--- src/rtl/axis_uart_pkg.sv ---
// Shared UART definitions: FSM state encoding, legal parameter ranges and the
// parity helper, used by both the transmitter and the receiver.
package axis_uart_pkg;

    localparam int NBITS_MIN      = 5;
    localparam int NBITS_MAX      = 9;
    localparam int OVERSAMPLE_MIN = 4;
    localparam int OVERSAMPLE_MAX = 32;

    typedef enum logic [2:0] {
        ST_IDLE   = 3'd0,
        ST_START  = 3'd1,
        ST_DATA   = 3'd2,
        ST_PARITY = 3'd3,
        ST_STOP   = 3'd4
    } uart_state_e;

    // Unused upper bits must be zero so they do not disturb the reduction.
    function automatic logic parity_of(logic [NBITS_MAX-1:0] bits, logic odd);
        return (^bits) ^ odd;
    endfunction

endpackage

--- src/rtl/uart_bit_timer.sv ---
// Per-bit oversample counter: advances on tick, wraps after OVERSAMPLE ticks and
// flags the terminal count so the caller can end the current bit on that tick.
module uart_bit_timer #(
    parameter int OVERSAMPLE = 16
) (
    input  logic clk,
    input  logic rst,
    input  logic clear_i,
    input  logic tick_i,
    output logic tc_o
);

    localparam int CW = $clog2(OVERSAMPLE);

    logic [CW-1:0] cnt_q;
    logic [CW-1:0] cnt_d;

    assign tc_o = (cnt_q == CW'(OVERSAMPLE - 1));

    // NOTE: every signal assigned in always_comb gets a default first, so no path
    // leaves it unassigned and no latch is inferred.
    always_comb begin
        cnt_d = cnt_q;
        if (clear_i) begin
            cnt_d = '0;
        end else if (tick_i) begin
            cnt_d = tc_o ? '0 : cnt_q + CW'(1);
        end
    end

    // NOTE: sequential state uses non-blocking assignments so every flop samples
    // pre-edge values regardless of statement order.
    always_ff @(posedge clk or posedge rst) begin
        if (rst) begin
            cnt_q <= '0;
        end else begin
            cnt_q <= cnt_d;
        end
    end

endmodule

--- src/rtl/axis_uart_tx.sv ---
// AXI-Stream fed UART transmitter: start bit, NBITS data bits LSB first, optional
// parity, one or two stop bits. Frame settings are captured at acceptance.
module axis_uart_tx
    import axis_uart_pkg::*;
#(
    parameter int NBITS      = 8,
    parameter int OVERSAMPLE = 16
) (
    input  logic             clk,
    input  logic             rst,
    input  logic             tick,
    input  logic [NBITS-1:0] s_axis_tdata,
    input  logic             s_axis_tvalid,
    output logic             s_axis_tready,
    input  logic             parity_en,
    input  logic             parity_odd,
    input  logic             two_stop,
    output logic             tx,
    output logic             busy,
    output logic             tx_done
);

    localparam int IDX_W = $clog2(NBITS);

    uart_state_e      state_q;
    logic [NBITS-1:0] data_q;
    logic             par_en_q;
    logic             par_odd_q;
    logic             two_stop_q;
    logic             stop2_q;
    logic [IDX_W-1:0] bit_idx_q;
    logic [IDX_W-1:0] bit_idx_d;
    logic             tx_q;
    logic             busy_q;
    logic             done_q;
    logic             accept;
    logic             timing;
    logic             tc;
    logic             bit_end;

    assign s_axis_tready = (state_q == ST_IDLE);
    assign accept        = s_axis_tvalid && s_axis_tready;
    assign timing        = (state_q != ST_IDLE);
    assign bit_end       = tick && tc && timing;
    assign bit_idx_d     = bit_idx_q + IDX_W'(1);

    assign tx      = tx_q;
    assign busy    = busy_q;
    assign tx_done = done_q;

    uart_bit_timer #(
        .OVERSAMPLE (OVERSAMPLE)
    ) u_bit_timer (
        .clk     (clk),
        .rst     (rst),
        .clear_i (accept),
        .tick_i  (tick && timing),
        .tc_o    (tc)
    );

    // NOTE: the async reset clears every register, including the data latch,
    // so the line is forced idle the moment rst rises.
    always_ff @(posedge clk or posedge rst) begin
        if (rst) begin
            state_q    <= ST_IDLE;
            data_q     <= '0;
            par_en_q   <= 1'b0;
            par_odd_q  <= 1'b0;
            two_stop_q <= 1'b0;
            stop2_q    <= 1'b0;
            bit_idx_q  <= '0;
            tx_q       <= 1'b1;
            busy_q     <= 1'b0;
            done_q     <= 1'b0;
        end else begin
            done_q <= 1'b0;
            case (state_q)
                ST_IDLE: begin
                    if (s_axis_tvalid) begin
                        data_q     <= s_axis_tdata;
                        par_en_q   <= parity_en;
                        par_odd_q  <= parity_odd;
                        two_stop_q <= two_stop;
                        stop2_q    <= 1'b0;
                        bit_idx_q  <= '0;
                        tx_q       <= 1'b0;
                        busy_q     <= 1'b1;
                        state_q    <= ST_START;
                    end
                end
                ST_START: begin
                    if (bit_end) begin
                        tx_q      <= data_q[0];
                        bit_idx_q <= '0;
                        state_q   <= ST_DATA;
                    end
                end
                ST_DATA: begin
                    if (bit_end) begin
                        if (bit_idx_q == IDX_W'(NBITS - 1)) begin
                            if (par_en_q) begin
                                tx_q    <= parity_of(NBITS_MAX'(data_q), par_odd_q);
                                state_q <= ST_PARITY;
                            end else begin
                                tx_q    <= 1'b1;
                                state_q <= ST_STOP;
                            end
                        end else begin
                            bit_idx_q <= bit_idx_d;
                            tx_q      <= data_q[bit_idx_d];
                        end
                    end
                end
                ST_PARITY: begin
                    if (bit_end) begin
                        tx_q    <= 1'b1;
                        state_q <= ST_STOP;
                    end
                end
                ST_STOP: begin
                    if (bit_end) begin
                        if (two_stop_q && !stop2_q) begin
                            stop2_q <= 1'b1;
                        end else begin
                            busy_q  <= 1'b0;
                            done_q  <= 1'b1;
                            state_q <= ST_IDLE;
                        end
                    end
                end
                default: state_q <= ST_IDLE;
            endcase
        end
    end

endmodule

--- config.mk ---
export PLATFORM = sky130hd
export DESIGN_NAME = axis_uart_tx
export DESIGN_NICKNAME = d
export VERILOG_FILES = /design/src/rtl/axis_uart_pkg.sv /design/src/rtl/uart_bit_timer.sv /design/src/rtl/axis_uart_tx.sv
export SDC_FILE = /design/constraint.sdc
export NUM_CORES = 1
export LEC_CHECK = 0
export CAP_MARGIN = 10
export CORE_MARGIN = 2
export CORE_UTILIZATION = 25
export CTS_CLUSTER_SIZE = 14
export DETAILED_ROUTE_END_ITERATION = 6
export GPL_ROUTABILITY_DRIVEN = 0
export MAX_ROUTING_LAYER = met4
export PLACE_DENSITY_LB_ADDON = 0.08
export SETUP_SLACK_MARGIN = 0.05
export SLEW_MARGIN = 30
export SYNTH_ARGS = -nofsm -noshare
export SYNTH_HDL_FRONTEND = slang
export SYNTH_SLANG_ARGS = --single-unit
--- constraint.sdc ---
create_clock -name clk -period 1.7 [get_ports clk]
set_input_delay 0.255 -clock clk [delete_from_list [all_inputs] [get_ports clk]]
set_output_delay 0.255 -clock clk [all_outputs]
set_load 0.01 [all_outputs]
==> metrics.cfg <==
[clock_network]
clk_latency_ns=0.27
numCtsBuffers=3
htree_levels=1
cts_sinks=25
clockRootBuffer=clkbuf_8
cts_tree=done
post_cts_buffers=0
clk_pin_slew_worst_paths_ns=0.09
cts_buffer_depth=2

[synthesis]
synth-main-ff-cell=dfrtp_1
synth_cell_types=35
synth_area_leaders=dfrtp_1 (46%), nand2_1 (12%), o21ai_0 (4.2%)
synth_nets=161
ys_seq_area_share_pct=47.5
yosysMostFrequentCell=nand2_1
synth_top_area_share_pct=45.5
synth_edf_count=0
synth-seq-cells=25
yosys-top-cells-count=nand2_1 (42), dfrtp_1 (24), o21ai_0 (11), nor2_1 (9)
synthArstFlopShare_pct=100
yosys.area.top_type=dfrtp_1
postSynthCellCount=143
synth_area_per_cell_um2=9.22
syn_area_um2=1320
yosysWarnings=0

[critical_path]
cp.required_ns=1.89
arrival_ns=2.01
critical_path.cell_chain=ha_4 -> mux4_2 -> nor2b_1 -> a211o_1 -> o211ai_1 -> a31oi_1
crit_path_max_fanout=2
cpPeakStageDelay_ns=0.48
end_kind=flip-flop
cp_slowest_cell=mux4_2
criticalPathCategory=reg2reg
start_kind=flip-flop

[detailed_routing]
firstDrtPassIters=4
first_iter_violations=49
postRouteAntennaNets=0
wirelength_um=3050
vias_per_cell=4.40
routedWlPerCell_um=12.5
vias=1078
drcViolationCount=0

[floorplan]
die_w_um=76.6
die_y_um=76.6
coreArea_um2=5110
ios=19
start_util_pct=25.8
fp-row-count=26
die_area_um2=5870

[timing]
fmax_ghz=0.551
worst_pin_slew_ns=0.354
setup_slack_ns=-0.116
slew_headroom_pct=76.2
post-route-period-util_pct=107
setup_viol=1
post-route-min-period_ns=1.82
rsz0062_at_grt=true
whs_ns=0.330
setup_tns_ns=-0.116
final_hold_viol_count=0
fin_skew_ns=0.00578
final_max_slew_viol_count=0

[worst_hold_path]
hold_class=in2async

[run_status]
run_status=finished, violations left
violations=negative setup slack

[global_routing]
grt_first_pass_wirelength_um=5150
grt_max_degree=26
grt_pass1_vias=1066
track_usage_pct=11.4
grt_remaining_overflow=0
antenna_found_initial=0

[cells_and_area]
num-nets-final=194
antenna_cells=0
multi_input_area_um2=679
layout-drive-gt1-share_pct=18.9
syn_to_final_growth_pct=32.9
regArea_um2=631
fin_util_pct=34.3
nFillCells=543

[power]
powerDensity_nw_per_um2=1350
irDropWorstVdd_mv=0.586
cellLeakagePower_uw=0.000799
power.total_uw=2360

[placed_design]
hpwl_um=2260
place_ws_ns=-0.117
io_buffers=18

[flow_run]
cap_violations=0

-- final timing paths --
kind / from / end / slack [ns] / depth (start not counted)
setup / recovery: bit_idx_q[0] / tx / -0.12 / 6
setup reg to reg: bit_idx_q[0] / tx / -0.12 / 6
max in group asynchronous: rst / tx / 1.07 / 3
hold reg to reg: two_stop_q / two_stop_q / 0.52 / 2
min in group clk: s_axis_tdata[5] / data_q[5] / 0.50 / 3
hold / removal: rst / data_q[5] / 0.33 / 3
-- flip-flops by register name (all words and copies together), names as in the netlist, 3 cells and up --
| signal | cells |
|---|---|
| data_q | 8 |
| state_q | 3 |
| u_bit_timer.cnt_q | 4 |
| bit_idx_q | 3 |
-- cells in the final DEF (no fill, tap or decap), types with 2 or more instances in the layout --
cell type         n
a21oi_1           4
a31oi_1           2
and2_1            2
buf_4            15
clkbuf_8          3
clkdlybuf4s50_1  17
dfrtp_1          21
dfrtp_2           3
ha_1              2
inv_1             5
mux2i_1           2
mux4_2            2
nand2_1          42
nand4_1           2
nor2_1            8
nor2b_1           2
nor3_1            2
o211ai_1          2
o21ai_0          10
xnor2_1           5
-- stage by stage --
stage	std cells	instance area (µm²)
6_report	245	1750
2_1_floorplan	143	1330
3_5_place_dp	241	1690
5_1_grt	245	1750
3_3_place_gp	241	1690
4_1_cts	245	1740
-- kinds of logic (layout without fill, tap and decap cells) --
kind of cell / count (synthesis) / after routing / share of synthesized area (%)
buffers and inverters: 10 / 42 / 3.23
AO/OA/AOI/OAI: 28 / 28 / 14.0
AND/OR/NAND/NOR: 65 / 65 / 20.9
multiplexers: 5 / 5 / 5.79
XOR/XNOR: 7 / 7 / 5.69
adder cells (fa/ha/maj): 3 / 3 / 2.85
flip-flops: 25 / 25 / 47.5
-- per-layer routing --
layer | up-vias | GRT usage, % | routed length (µm)
li1 | 553 | - | -
met4 | 0 | 4.36 | 39
met2 | 16 | 16.2 | 1320
met3 | 4 | 1.90 | 109
met1 | 505 | 16.3 | 1590
met5 | - | - | 0
-- where the power goes --
part           internal, µW  switching [µW]
Clock                   168             196
Combinational           571             487
Sequential              767             171
-- what timing repair did --
| item | 4_1_cts | 5_1_grt |
|---|---|---|
| hold buffers | 0 | 0 |
| resized for setup | 3 | 5 |
| setup endpoints to repair | 2 | 6 |
| pin swaps | 2 | 0 |
| endpoints found under the hold margin | 0 | 0 |
-- cell type report --
class                      instances  share of cell area (%)
clock buffer                       4                    2.57
inverter                           5                    1.07
sequential                        25                    36.0
timing repair buffer              33                    16.6
tap                               70                    5.00
multi-input combinational        108                    38.8
-- worst max-delay path: cells and delay by family (launching register included) --
family	cells	cell delay, ns
multiplexers	1	0.48
flip-flops	1	0.44
adder cells (fa/ha/maj)	1	0.27
AND/OR/NAND/NOR	1	0.14
AO/OA/AOI/OAI	3	0.41
Note: power is estimated with default switching activity, not from simulation.
